`src/rtl/store_xlate_queue.sv`:
```
`default_nettype none
// ============================================================================
// Module      : store_xlate_queue
// Description : In-order store queue that translates each head entry
//               through the MMU. The head is then pushed to the store buffer,
//               or retired with an exception writeback.
//               Optional feature macro: STORE_XQ_OFFSET_CHECK_EN (exact
//               page-offset hazard compare instead of the conservative one).
// Revision    : 1.0 - initial release
// ============================================================================
module store_xlate_queue #(
    parameter int XLEN          = 64,
    parameter int VLEN          = 39,
    parameter int PLEN          = 56,
    parameter int DEPTH         = 4,
    parameter int TRANS_ID_BITS = 3
) (
    input  logic                       clk_i,
    input  logic                       rst_i,
    input  logic                       flush_i,
    // store enqueue
    input  logic                       valid_i,
    output logic                       ready_o,
    input  logic [VLEN-1:0]            vaddr_i,
    input  logic [XLEN-1:0]            data_i,
    input  logic [XLEN/8-1:0]          be_i,
    input  logic [1:0]                 size_i,
    input  logic [TRANS_ID_BITS-1:0]   trans_id_i,
    // MMU request / response
    output logic                       translation_req_o,
    output logic [VLEN-1:0]            vaddr_o,
    input  logic                       dtlb_hit_i,
    input  logic [PLEN-1:0]            paddr_i,
    input  logic                       ex_valid_i,
    input  logic [5:0]                 ex_cause_i,
    // store buffer push
    output logic                       sb_valid_o,
    input  logic                       sb_ready_i,
    output logic [PLEN-1:0]            sb_paddr_o,
    output logic [XLEN-1:0]            sb_data_o,
    output logic [XLEN/8-1:0]          sb_be_o,
    output logic [1:0]                 sb_size_o,
    // writeback
    output logic                       wb_valid_o,
    output logic [TRANS_ID_BITS-1:0]   wb_trans_id_o,
    output logic                       wb_ex_valid_o,
    output logic [5:0]                 wb_ex_cause_o,
    // load hazard check
    input  logic [11:0]                page_offset_i,
    output logic                       page_offset_matches_o,
    // occupancy
    output logic [$clog2(DEPTH):0]     count_o
);

    localparam int PW      = $clog2(DEPTH);
    localparam int CW      = PW + 1;
    localparam int SHW     = $clog2(XLEN);
    // Byte-offset bits inside one XLEN word: 3 for XLEN=64, 2 for XLEN=32.
    localparam int OFF_LSB = SHW - 3;

    localparam logic [PW-1:0] PTR_ONE  = PW'(1);
    localparam logic [CW-1:0] CNT_ONE  = CW'(1);
    localparam logic [CW-1:0] CNT_FULL = CW'(DEPTH);

    typedef enum logic [1:0] {
        S_REQ  = 2'd0,
        S_RSP  = 2'd1,
        S_PUSH = 2'd2
    } state_e;

    // Entry storage
    logic [VLEN-1:0]          vaddr_q [DEPTH];
    logic [XLEN-1:0]          data_q  [DEPTH];
    logic [XLEN/8-1:0]        be_q    [DEPTH];
    logic [1:0]               size_q  [DEPTH];
    logic [TRANS_ID_BITS-1:0] tid_q   [DEPTH];
    logic [DEPTH-1:0]         valid_q;

    logic [PW-1:0]   rptr_q, wptr_q;
    logic [CW-1:0]   count_q;
    state_e          state_q, state_d;
    logic [PLEN-1:0] paddr_q, paddr_d;

    logic            w_active;
    logic            w_empty;
    logic            w_full;
    logic            w_push;
    logic            w_pop;

    logic [SHW-1:0]    w_rot_amt;
    logic [2*XLEN-1:0] w_rot_wide;
    logic [XLEN-1:0]   w_data_rot;

    // Reset and flush both squash every side effect in the current cycle.
    assign w_active = !rst_i && !flush_i;
    assign w_empty  = (count_q == '0);
    assign w_full   = (count_q == CNT_FULL);

    // Back-pressure depends only on occupancy, never on a same-cycle pop.
    assign ready_o  = !w_full;
    assign w_push   = valid_i && !w_full && w_active;

    // Align store data to its byte lane: rotate left by 8 * byte offset.
    assign w_rot_amt  = {vaddr_i[OFF_LSB-1:0], 3'b000};
    assign w_rot_wide = {data_i, data_i} << w_rot_amt;
    assign w_data_rot = w_rot_wide[2*XLEN-1:XLEN];

    // Head-of-queue view
    assign vaddr_o       = vaddr_q[rptr_q];
    assign sb_data_o     = data_q[rptr_q];
    assign sb_be_o       = be_q[rptr_q];
    assign sb_size_o     = size_q[rptr_q];
    assign wb_trans_id_o = tid_q[rptr_q];
    assign count_o       = count_q;

    // Head FSM next-state and the combinational handshake outputs.
    always_comb begin
        state_d           = state_q;
        paddr_d           = paddr_q;
        w_pop             = 1'b0;
        translation_req_o = 1'b0;
        sb_valid_o        = 1'b0;
        sb_paddr_o        = paddr_q;
        wb_valid_o        = 1'b0;
        wb_ex_valid_o     = 1'b0;
        wb_ex_cause_o     = 6'd0;
        if (w_active && !w_empty) begin
            case (state_q)
                S_REQ: begin
                    translation_req_o = 1'b1;
                    if (dtlb_hit_i) begin
                        state_d = S_RSP;
                    end
                end
                S_RSP: begin
                    if (ex_valid_i) begin
                        // Faulting store retires without touching the store buffer.
                        w_pop         = 1'b1;
                        wb_valid_o    = 1'b1;
                        wb_ex_valid_o = 1'b1;
                        wb_ex_cause_o = ex_cause_i;
                        state_d       = S_REQ;
                    end else begin
                        sb_valid_o = 1'b1;
                        sb_paddr_o = paddr_i;
                        if (sb_ready_i) begin
                            w_pop      = 1'b1;
                            wb_valid_o = 1'b1;
                            state_d    = S_REQ;
                        end else begin
                            // MMU result is only valid this cycle; hold it for the retry.
                            paddr_d = paddr_i;
                            state_d = S_PUSH;
                        end
                    end
                end
                S_PUSH: begin
                    sb_valid_o = 1'b1;
                    sb_paddr_o = paddr_q;
                    if (sb_ready_i) begin
                        w_pop      = 1'b1;
                        wb_valid_o = 1'b1;
                        state_d    = S_REQ;
                    end
                end
                default: begin
                    state_d = S_REQ;
                end
            endcase
        end
    end

    // Pointers, occupancy, valid bits and FSM state.
    always_ff @(posedge clk_i) begin
        if (rst_i) begin
            rptr_q  <= '0;
            wptr_q  <= '0;
            count_q <= '0;
            valid_q <= '0;
            state_q <= S_REQ;
            paddr_q <= '0;
        end else if (flush_i) begin
            rptr_q  <= '0;
            wptr_q  <= '0;
            count_q <= '0;
            valid_q <= '0;
            state_q <= S_REQ;
        end else begin
            state_q <= state_d;
            paddr_q <= paddr_d;
            if (w_pop) begin
                rptr_q          <= rptr_q + PTR_ONE;
                valid_q[rptr_q] <= 1'b0;
            end
            if (w_push) begin
                wptr_q          <= wptr_q + PTR_ONE;
                valid_q[wptr_q] <= 1'b1;
            end
            case ({w_push, w_pop})
                2'b10:   count_q <= count_q + CNT_ONE;
                2'b01:   count_q <= count_q - CNT_ONE;
                default: count_q <= count_q;
            endcase
        end
    end

    // Payload write at the tail; contents are qualified by valid_q/count_q.
    always_ff @(posedge clk_i) begin
        if (w_push) begin
            vaddr_q[wptr_q] <= vaddr_i;
            data_q[wptr_q]  <= w_data_rot;
            be_q[wptr_q]    <= be_i;
            size_q[wptr_q]  <= size_i;
            tid_q[wptr_q]   <= trans_id_i;
        end
    end

`ifdef STORE_XQ_OFFSET_CHECK_EN
    logic [DEPTH-1:0] w_off_hit;

    // Exact compare of every live entry's word offset against the load's.
    for (genvar gi = 0; gi < DEPTH; gi++) begin : g_offset_cmp
        assign w_off_hit[gi] = valid_q[gi] &&
            (vaddr_q[gi][11:OFF_LSB] == page_offset_i[11:OFF_LSB]);
    end

    assign page_offset_matches_o = !rst_i && (|w_off_hit);
`else
    logic w_unused_offset;

    // Conservative hazard: any pending store may alias the load.
    assign page_offset_matches_o = !rst_i && !w_empty;
    assign w_unused_offset       = ^{page_offset_i, valid_q};
`endif

endmodule
`default_nettype wire

```
`config.mk`:
```
export PLATFORM = sky130hd
export DESIGN_NAME = store_xlate_queue
export DESIGN_NICKNAME = d
export VERILOG_FILES = /design/src/rtl/store_xlate_queue.sv
export SDC_FILE = /design/constraint.sdc
export NUM_CORES = 1
export LEC_CHECK = 0
export BUFFER_PORTS_ARGS = -buffer_cell sky130_fd_sc_hd__buf_2
export CAP_MARGIN = 30
export CELL_PAD_IN_SITES_DETAIL_PLACEMENT = 1
export CELL_PAD_IN_SITES_GLOBAL_PLACEMENT = 2
export CORE_UTILIZATION = 35
export DETAILED_ROUTE_END_ITERATION = 16
export HOLD_SLACK_MARGIN = 0.02
export PLACE_DENSITY_LB_ADDON = 0.1
export SYNTH_ARGS = -nofsm -noshare
export SYNTH_HDL_FRONTEND = slang
export SYNTH_SLANG_ARGS = --single-unit
```
`constraint.sdc`:
```
create_clock -name clk_i -period 5.77 [get_ports clk_i]
set_clock_uncertainty 0.2 [all_clocks]
set_input_delay 1.154 -clock clk_i [delete_from_list [all_inputs] [get_ports clk_i]]
set_output_delay 1.154 -clock clk_i [all_outputs]
set_load 0.005 [all_outputs]
```
Word-level counts from Yosys, hierarchy flattened
Memories as Yosys holds them, arrays and structs flattened. A register that Yosys moved wholly into a read port is not among the register bits.
Index checks and enable logic that the tools add are counted.
Operators by class
  add/sub/neg operators: 4
  equality and inequality tests: 7
  shift operators: 1
  multiplexer cells: 36
  bitwise operators: 3
  reductions and logical operators: 15
Operators by type and width (number)
  $mux 56: 3
  $shl 128x6->128: 1
  $mux 2: 14
  $mux 6: 3
  $mux 1: 12
  $pmux 2 s3: 1
  $pmux 3 s2: 1
  $logic_and 1x1->1: 5
  $reduce_and 5->1: 1
  $add 2x1->2 const B: 2
  $eq 2x1->1 const B: 2
  $eq 2x2->1 const B: 2
  $logic_not 1->1: 4
  $ne 2x2->1 const B: 2
  $pmux 1 s2: 2
  $add 3x1->3 const B: 1
  $eq 3x3->1 const B: 1
  $logic_not 3->1: 1
  $not 1->1: 3
  $reduce_and 3->1: 1
  $sub 3x1->3 const B: 1
  $logic_not 2->1: 1
  $reduce_bool 2->1: 1
  $reduce_or 2->1: 1
Storage, ports and cells
  register bits after elaboration: 65
  bits in writable memories: 464
  output and inout port bits: 187
  logic and storage cells: 76
  memories kept: 5
Memories
  data_q: words 4, width 64, rd ports 1, clocked after Yosys merged registers in 1, wr ports 1, RTL line 73  | logic [XLEN-1:0] data_q [DEPTH];
  vaddr_q: words 4, width 39, rd ports 1, clocked after Yosys merged registers in 1, wr ports 1, RTL line 72  | logic [VLEN-1:0] vaddr_q [DEPTH];
  be_q: words 4, width 8, rd ports 1, clocked after Yosys merged registers in 1, wr ports 1, RTL line 74  | logic [XLEN/8-1:0] be_q [DEPTH];
  tid_q: words 4, width 3, rd ports 1, clocked after Yosys merged registers in 1, wr ports 1, RTL line 76  | logic [TRANS_ID_BITS-1:0] tid_q [DEPTH];
  size_q: words 4, width 2, rd ports 1, clocked after Yosys merged registers in 1, wr ports 1, RTL line 75  | logic [1:0] size_q [DEPTH];

Logic depth before layout (Yosys ltp)
Gate-level depths: netlist (run 1).
  depth after elaboration: 6
  depth in mapped cells: 10
  gate-level depth less buffers: 10

Least setup slack after synthesis (run 1)
Ideal clock, no wire load.
  kind: input to register
  start: in flush_i
  end: mem be_q[0][0] in the netlist's numbering, enable pin
  setup time: 0.489 ns
  arrival time: 4.564 ns
  setup slack: 0.518 ns
  stages on the path: 4
  buffers on the path: 1
  path through: or2_2 > clkbuf_1 > nor2_1 > and2_1
Between the ends
  word-level cells in the longest chain between the ends: 5
Ends and longest elaborated chain
  start: declaration: RTL line 20  | input logic flush_i,
  $logic_not 1->1: RTL line 95  | assign w_active = !rst_i && !flush_i;
  $logic_and 1x1->1: RTL line 95
  $logic_and 1x1->1: RTL line 101  | assign w_push = valid_i && !w_full && w_active;
  $mux 1: RTL line 209  | if (w_push) begin
  $mux 1 (implied by the code): RTL line 212  | be_q[wptr_q] <= be_i;
  end: declaration: RTL line 74
Every way passes these cells.

Worst setup path after layout (run 1)
  start: in flush_i
  end: out sb_paddr_o[55]
Between the ends
  word-level cells in the longest chain between the ends: 4
Ends and longest elaborated chain
  $logic_not 1->1: RTL line 95
  $logic_and 1x1->1: RTL line 95
  $logic_and 1x1->1: RTL line 127  | if (w_active && !w_empty) begin
  $mux 56: RTL line 127
  end: declaration: RTL line 39  | output logic [PLEN-1:0] sb_paddr_o,
Every way passes these cells.

==> flow_metrics.tcl, run 1 <==
set metrics [dict create \
    status "complete, no violations" \
    cts.repair.resized 0 \
    path_max_fanout 48 \
    die_w_um 255 \
    dieArea_mm2 0.0652 \
    drive_gt1_frac 0.501 \
    rr_worst_depth 10 \
    synth_seq_cells 531 \
    port_buffers 371 \
    htree_num_levels 2 \
    cts_tree "built" \
    grt.total_usage 0.175 \
    drt-pass1-iter-count 5 \
    irDropWorstVdd_uv 218 \
    root_buffer "clkbuf_16" \
    hold_viol_final 0 \
    final_cell_mix "edfxtp_1, buf_2, mux4_2" \
    power.density_mw_per_mm2 310 \
    multi_input_area_mm2 0.00676 \
    path_buf_inv 3 \
    start_util 0.355 \
    synth_nets 1354 \
    hold_path_depth 1 \
    finalCritPeriodShare 0.759 \
    grt_pass1_wl_um 83500 \
    timing.rr.start "state_q[0]" \
    syn_to_final_growth_pct 21.4 \
    gp_congestion 0.764 \
    tightest_slew_ps 915 \
    grt.overflow.total 0 \
    max-clock-path-buffers 3 \
    syn_area_mm2 0.0224 \
    layout_commonest_cell "edfxtp_1" \
    seq_area_frac_synth 0.680 \
    rows 92 \
    cp_data_arrival_time_ps 3030 \
    setup_viol 0 \
    holdBufCountCts 0 \
    holdWs_ps 249 \
    pin_count 384 \
    drt_iter0_drc 728 \
    synthCells 1148 \
    path_cells "buf_2 > or2_2 > nor2_2 > and3_4 > buf_12 > mux2_2 > buf_2" \
    die_h_um 255 \
    crit_required_ps 4420 \
    r2r_end "count_o[2]" \
    nNetsFinal 1736 \
    clk_latency_ps 590 \
    vias_per_cell 5.05 \
    fmax_mhz 228 \
    nFillCells 6151 \
    avgSynthCellArea_um2 19.6 \
    path_clk_slew_ps 50 \
    dp_slack_ps 1360 \
    cts.sinks 531 \
    critPathCaptureType "primary output" \
    regArea_mm2 0.0153 \
    setup_slack_ps 1390 \
    max_stage_delay_ps 410 \
    yosys_warnings 0 \
    fin_tns_setup_ps 0 \
    vias 12200 \
    slowest_stage "or2_2" \
    hp-start "rptr_q[1]" \
    grt_start_max_net_pins 85 \
    drc 0 \
    rrSetupSlack_ps 2640 \
    numCtsBuffers 57 \
    wl_um 57400 \
    dp_cells 2317 \
    place_hpwl_um 38500 \
    hp-class "register to register" \
    fin_cells 2426 \
    ant_nets 0 \
    path_class "input pin to primary output" \
    rsz0062_at_grt "no" \
    max_cap_violations 0 \
    antenna_found_initial 7 \
    cp_common_cell "buf_2" \
    min_period_ps 4380 \
    cpLargestDelayFamily "simple AND/OR/NAND/NOR gates" \
    finalPower_mw 8.44 \
    wire_per_inst_um 23.7 \
    max-slew-margin-rel 0.390 \
    core_mm2 0.0632 \
    post_cts.repair.setup_buffers 0 \
    drv_slew 0 \
    ys_types 35 \
    grt_pass1_vias 12900 \
    setup.worst_path.start_class "input pin" \
    leakage_nw 9.30 \
]
## worst reg2reg max path: cells and delay by family, from the launching register on
family,cells,cell delay [ps]
XOR/XNOR,1,160
flip-flops,1,360
adder cells (fa/ha/maj),3,930
AND/OR/NAND/NOR,3,1150
AO/OA/AOI/OAI,1,140
buffers and inverters,2,140
## how the worst max path moves through the flow
| stage | start | end | slack, ps | depth (start not counted) |
|---|---|---|---|---|
| detailed placement | flush_i | sb_paddr_o[41] | 1360 | 7 |
| finish | flush_i | sb_paddr_o[55] | 1390 | 7 |
| global placement | flush_i | sb_paddr_o[41] | 1390 | 7 |
| global route | flush_i | sb_paddr_o[41] | 1300 | 7 |
| floorplan | flush_i | be_q[0][0] | 520 | 4 |
| CTS | flush_i | sb_paddr_o[41] | 1350 | 7 |
## cells in the mapped netlist, drive strengths merged
library cell    n  area share
xor2            2     0.00078
nor3b           1     0.00033
nand3           2     0.00045
fa              1     0.00089
o21ai           1     0.00022
mux4          180        0.18
and3            3      0.0011
nand2b          1     0.00028
a21oi          61       0.014
mux2i           3      0.0013
inv            10      0.0017
nor3            3      0.0012
edfxtp        464        0.62
or3             2     0.00056
or3b            2     0.00078
or2             1     0.00028
xnor2           2     0.00078
nor2           12      0.0021
buf            45       0.013
ha              8      0.0045
dfxtp          67       0.060
and2           10      0.0028
o2111ai         1     0.00039
mux2          120       0.067
clkbuf         28      0.0047
nor4            1     0.00095
nand2         117       0.020
## flip-flops by register name, indices dropped and copies added, names as in the netlist, named ones only
register	cells
tid_q	12
be_q	32
rptr_q	2
size_q	8
state_q	2
data_q	256
paddr_q	56
count_o	3
wptr_q	2
vaddr_q	156
## cells by family after synthesis
| family | after synthesis | share of synthesized area |
|---|---|---|
| compound gates | 63 | 0.0142 |
| flops | 531 | 0.680 |
| mux | 303 | 0.249 |
| buf+inv | 83 | 0.0192 |
| simple gates | 155 | 0.0303 |
| xor+xnor | 4 | 0.00156 |
| fa+ha+maj | 9 | 0.00535 |
## routing by layer
metal / track usage / vias up / part of all wire
li1: - / 5429 / -
met1: 0.237 / 6462 / 0.43
met2: 0.289 / 272 / 0.50
met3: 0.0340 / 73 / 0.053
met4: 0.0459 / 6 / 0.017
met5: 0 / - / 0.00059
## power breakdown
group          switching, mW  internal [mW]
clock network           1.47           2.21
logic                  0.269          0.219
registers            0.00836           4.26
total                   1.75           6.69
## per-stage QoR
step / utilization / cell area [um^2]
floorplan: - / 22400
global placement: 0.400 / 25300
detailed placement: 0.401 / 25300
CTS: 0.431 / 27200
global route: 0.431 / 27200
finish: 0.431 / 27200
## final cells by class
type | instances | area share
Sequential cell | 531 | 0.561
Inverter | 10 | 0.00138
Tap cell | 846 | 0.0389
Clock inverter | 27 | 0.0125
Timing Repair Buffer | 396 | 0.0805
Antenna cell | 3 | 0.000276
Clock buffer | 79 | 0.0576
Multi-Input combinational cell | 534 | 0.248
(Power assumes the default switching activity.)
==> run 2: changes to the inputs <==
- clock period: 5.77 -> 4.25 ns (I/O delays scaled with it)
==> flow_metrics.tcl, run 2 (synthesis results as in run 1) <==
set metrics [dict create \
    status "complete, no violations" \
    drive_gt1_frac 0.509 \
    die_w_um 255 \
    setup.worst_path.start_class "input pin" \
    core_mm2 0.0632 \
    max-clock-path-buffers 3 \
    start_util 0.355 \
    min_period_ps 3730 \
    rr_worst_depth 10 \
    rows 92 \
    tightest_slew_ps 970 \
    fin_cells 2433 \
    path_clk_slew_ps 60 \
    vias_per_cell 5.02 \
    vias 12200 \
    cts.repair.resized 0 \
    grt_pass1_wl_um 83800 \
    critPathCaptureType "primary output" \
    grt_busiest_layer "met2" \
    hp-class "register to register" \
    grt_start_max_net_pins 69 \
    dp_slack_ps 501 \
    path_max_fanout 56 \
    met2_usage 0.287 \
    fin_tns_setup_ps 0 \
    holdBufCountCts 0 \
    drt-pass1-iter-count 4 \
    die_h_um 255 \
    largest_register "data_q" \
    met1_usage 0.231 \
    top_regs "data_q (256), vaddr_q (156), paddr_q (56)" \
    setup_viol 0 \
    numCtsBuffers 57 \
    drt_iter0_drc 625 \
    setup_slack_ps 521 \
    max-slew-margin-rel 0.353 \
    drc 0 \
    pin_count 384 \
    antenna_found_initial 4 \
    hold_path_depth 1 \
    grt_pass1_vias 13000 \
    dieArea_mm2 0.0652 \
    crit_required_ps 3200 \
    fmax_mhz 268 \
    irDropWorstVdd_uv 297 \
    largest_reg_flops 256 \
    cts_tree "built" \
    final_cell_mix "edfxtp_1, buf_2, mux4_2" \
    port_buffers 371 \
    post_cts.repair.setup_buffers 0 \
    wire_per_inst_um 23.6 \
    nNetsFinal 1742 \
    leakage_nw 9.40 \
    place_hpwl_um 38600 \
    power.density_mw_per_mm2 422 \
    hold_viol_final 0 \
    cts.sinks 531 \
    syn_to_final_growth_pct 22.4 \
    clk_latency_ps 600 \
    dp_cells 2323 \
    ant_nets 0 \
    max_cap_violations 0 \
    htree_num_levels 2 \
    finalCritPeriodShare 0.877 \
    holdWs_ps 246 \
    rsz0062_at_grt "no" \
    drv_slew 0 \
    path_class "input pin to primary output" \
    gp_congestion 0.740 \
    grt.total_usage 0.175 \
    cp_data_arrival_time_ps 2680 \
    grt.overflow.total 0 \
    met3_usage 0.0421 \
    wl_um 57300 \
    root_buffer "clkbuf_16" \
    layout_commonest_cell "edfxtp_1" \
]
[run 2: cell count changes in the layout (fill, tap and decap cells not counted), sizes merged]
cell      previous run  this run
buf                396       402
clkinvlp             1         4
bufinv               7         8
clkbuf              79        68
clkinv              18        27
diode                3         2
[run 2: per-stage QoR]
stage	total power [mW]	utilization	instance area [um^2]
2_1_floorplan	6.25	-	22500
3_3_place_gp	6.56	0.404	25500
3_5_place_dp	6.58	0.404	25500
4_1_cts	11.8	0.435	27500
5_1_grt	12.0	0.435	27500
6_report	11.6	0.435	27500
[run 2: metal layers]
layer,wire [um],part of all wire,up-vias
li1,-,-,5425
met1,24000,0.42,6362
met2,28300,0.49,319
met3,3560,0.062,95
met4,1420,0.025,4
met5,27,0.00047,-
[run 2: final timing paths]
check                                 from        endpoint  slack, ps
worst max-delay path                 rst_i  sb_paddr_o[43]        520
worst min-delay path             rptr_q[1]        register        250
worst max register to register  state_q[0]      count_o[2]       1110
worst min register to register   rptr_q[1]        register        250
[run 2: worst max-delay path, stage by stage]
cell	delay, ps
buf_2	180
or2_2	410
nor2_2	120
and3_4	200
buf_12	330
mux2_2	380
buf_2	140
[run 2: final cells by class]
| type | instances | area [um^2] |
|---|---|---|
| antenna | 2 | 5.00 |
| clock buffer | 68 | 1530 |
| tap | 846 | 1060 |
| clock inverter | 40 | 433 |
| fill | 6128 | 35700 |
| multi-input combinational | 534 | 6760 |
| inverter | 10 | 37.5 |
| sequential | 531 | 15300 |
| timing repair buffer | 402 | 2370 |
[run 2: power by group]
part / internal, mW / switching [mW]
combinational: 0.301 / 0.362
clock: 3.06 / 2.07
sequential: 5.78 / 0.0113
total: 9.15 / 2.44
==> run 3: changes to the inputs <==
- CORE_MARGIN: default -> 5
==> flow_metrics.tcl, run 3 (synthesis results as in run 1) <==
set metrics [dict create \
    status "complete, no violations" \
    layout_commonest_cell "edfxtp_1" \
    final_cell_mix "edfxtp_1, buf_2, mux4_2" \
    setup_viol 0 \
    critPathCaptureType "primary output" \
    max_cap_violations 0 \
    drc 0 \
    cts.repair.resized 0 \
    root_buffer "clkbuf_16" \
    dp_slack_ps 669 \
    drv_slew 0 \
    wl_um 60800 \
    multi_input_area_mm2 0.00676 \
    drt-pass1-iter-count 4 \
    power.density_mw_per_mm2 417 \
    antenna_found_initial 14 \
    hold_viol_final 0 \
    largest_register "data_q" \
    dieArea_mm2 0.0693 \
    cts.sinks 531 \
    grt_start_max_net_pins 59 \
    largest_reg_flops 256 \
    drive_gt1_frac 0.505 \
    top_regs "data_q (256), vaddr_q (156), paddr_q (56)" \
    tightest_slew_ps 784 \
    finish.utilization 0.431 \
    p_comb_frac 0.059 \
    nFillCells 6224 \
    port_buffers 371 \
    crit_required_ps 3200 \
    wire_per_inst_um 24.9 \
    grt.total_usage 0.171 \
    max-slew-margin-rel 0.477 \
    rows 92 \
    rsz0062_at_grt "no" \
    drt_iter0_drc 605 \
    nNetsFinal 1748 \
    start_util 0.355 \
    irDropWorstVdd_uv 303 \
    holdBufCountCts 0 \
    holdWs_ps 249 \
    fin_tns_setup_ps 0 \
    die_h_um 263 \
    seqPwrFrac 0.509 \
    max-clock-path-buffers 3 \
    vias_per_cell 5.07 \
    clk_latency_ps 610 \
    fmax_mhz 280 \
    htree_num_levels 2 \
    ant_nets 0 \
    cp_data_arrival_time_ps 2520 \
    min_period_ps 3570 \
    setup.worst_path.start_class "input pin" \
    place_hpwl_um 42200 \
    path_class "input pin to primary output" \
    grt.overflow.total 0 \
    pwr-share-clk 0.432 \
    cts_tree "built" \
    leakage_nw 9.35 \
    finalCritPeriodShare 0.839 \
    path_clk_slew_ps 60 \
    setup_slack_ps 685 \
    die_w_um 263 \
    path_cells "buf_2 > or2_2 > nor2_2 > and3_4 > buf_12 > mux2_2 > buf_2" \
    max_stage_delay_ps 400 \
    path_max_fanout 21 \
    cpLargestDelayFamily "simple AND/OR/NAND/NOR gates" \
    internal_power_mw 8.97 \
    post_cts.repair.setup_buffers 0 \
    swShare 0.212 \
    cp_common_cell "buf_2" \
    slowest_stage "and3_4" \
    vias 12400 \
    numCtsBuffers 58 \
    hp-class "input pin to register" \
    grt_pass1_vias 13400 \
    regArea_mm2 0.0153 \
    grt_pass1_wl_um 90100 \
    path_buf_inv 3 \
    p_switching_mw 2.41 \
    syn_to_final_growth_pct 21.7 \
    core_mm2 0.0633 \
    gp_congestion 0.745 \
    pin_count 384 \
]
==> run 3: changes by cell type in the layout (fill, tap and decap cells not counted), moves of 2 or more <==
cell,delta
bufinv_16,-3
buf_12,-9
clkbuf_1,+7
clkinvlp_4,-3
diode_2,+3
clkbuf_8,-2
clkinv_1,+3
buf_4,+14
==> run 3: cell type report <==
cell class	instances	share of cell area
inverter	10	0.00137
timing repair buffer	407	0.0839
tap	846	0.0388
clock inverter	36	0.0120
clock buffer	73	0.0568
multi-input combinational	534	0.247
antenna	5	0.000458
sequential	531	0.559
==> run 3: metrics by stage <==
stage / total power [mW] / cells / instance area [um^2]
after floorplan: 6.25 / 1148 / 22500
after global placement: 6.56 / 2328 / 25400
after detailed placement: 6.58 / 2328 / 25400
after CTS: 11.6 / 2437 / 27300
after global routing: 11.8 / 2440 / 27300
final: 11.4 / 2442 / 27300
==> run 3: worst paths after layout <==
kind,cells past startpoint,startpoint,slack (ps),to
worst min register to register,1,rptr_q[1],250,register
worst min-delay path,1,vaddr_i[5],250,vaddr_q[1][5]
worst max-delay path,7,flush_i,680,sb_paddr_o[55]
worst max register to register,10,state_q[1],1150,count_o[2]
==> run 3: power groups by stage <==
stage	clock network [mW]	logic [mW]	registers, mW
floorplan	0	0.344	5.90
global placement	0	0.661	5.90
detailed placement	0	0.678	5.91
CTS	5.09	0.682	5.79
global route	5.32	0.723	5.79
finish	4.92	0.668	5.79
==> run 3: metal layers <==
metal | vias up | GRT usage | routed length (um)
met1 | 6526 | 0.222 | 25400
met4 | 12 | 0.0366 | 1020
li1 | 5453 | - | -
met5 | - | 0 | 61
met2 | 305 | 0.293 | 31000
met3 | 85 | 0.0425 | 3380
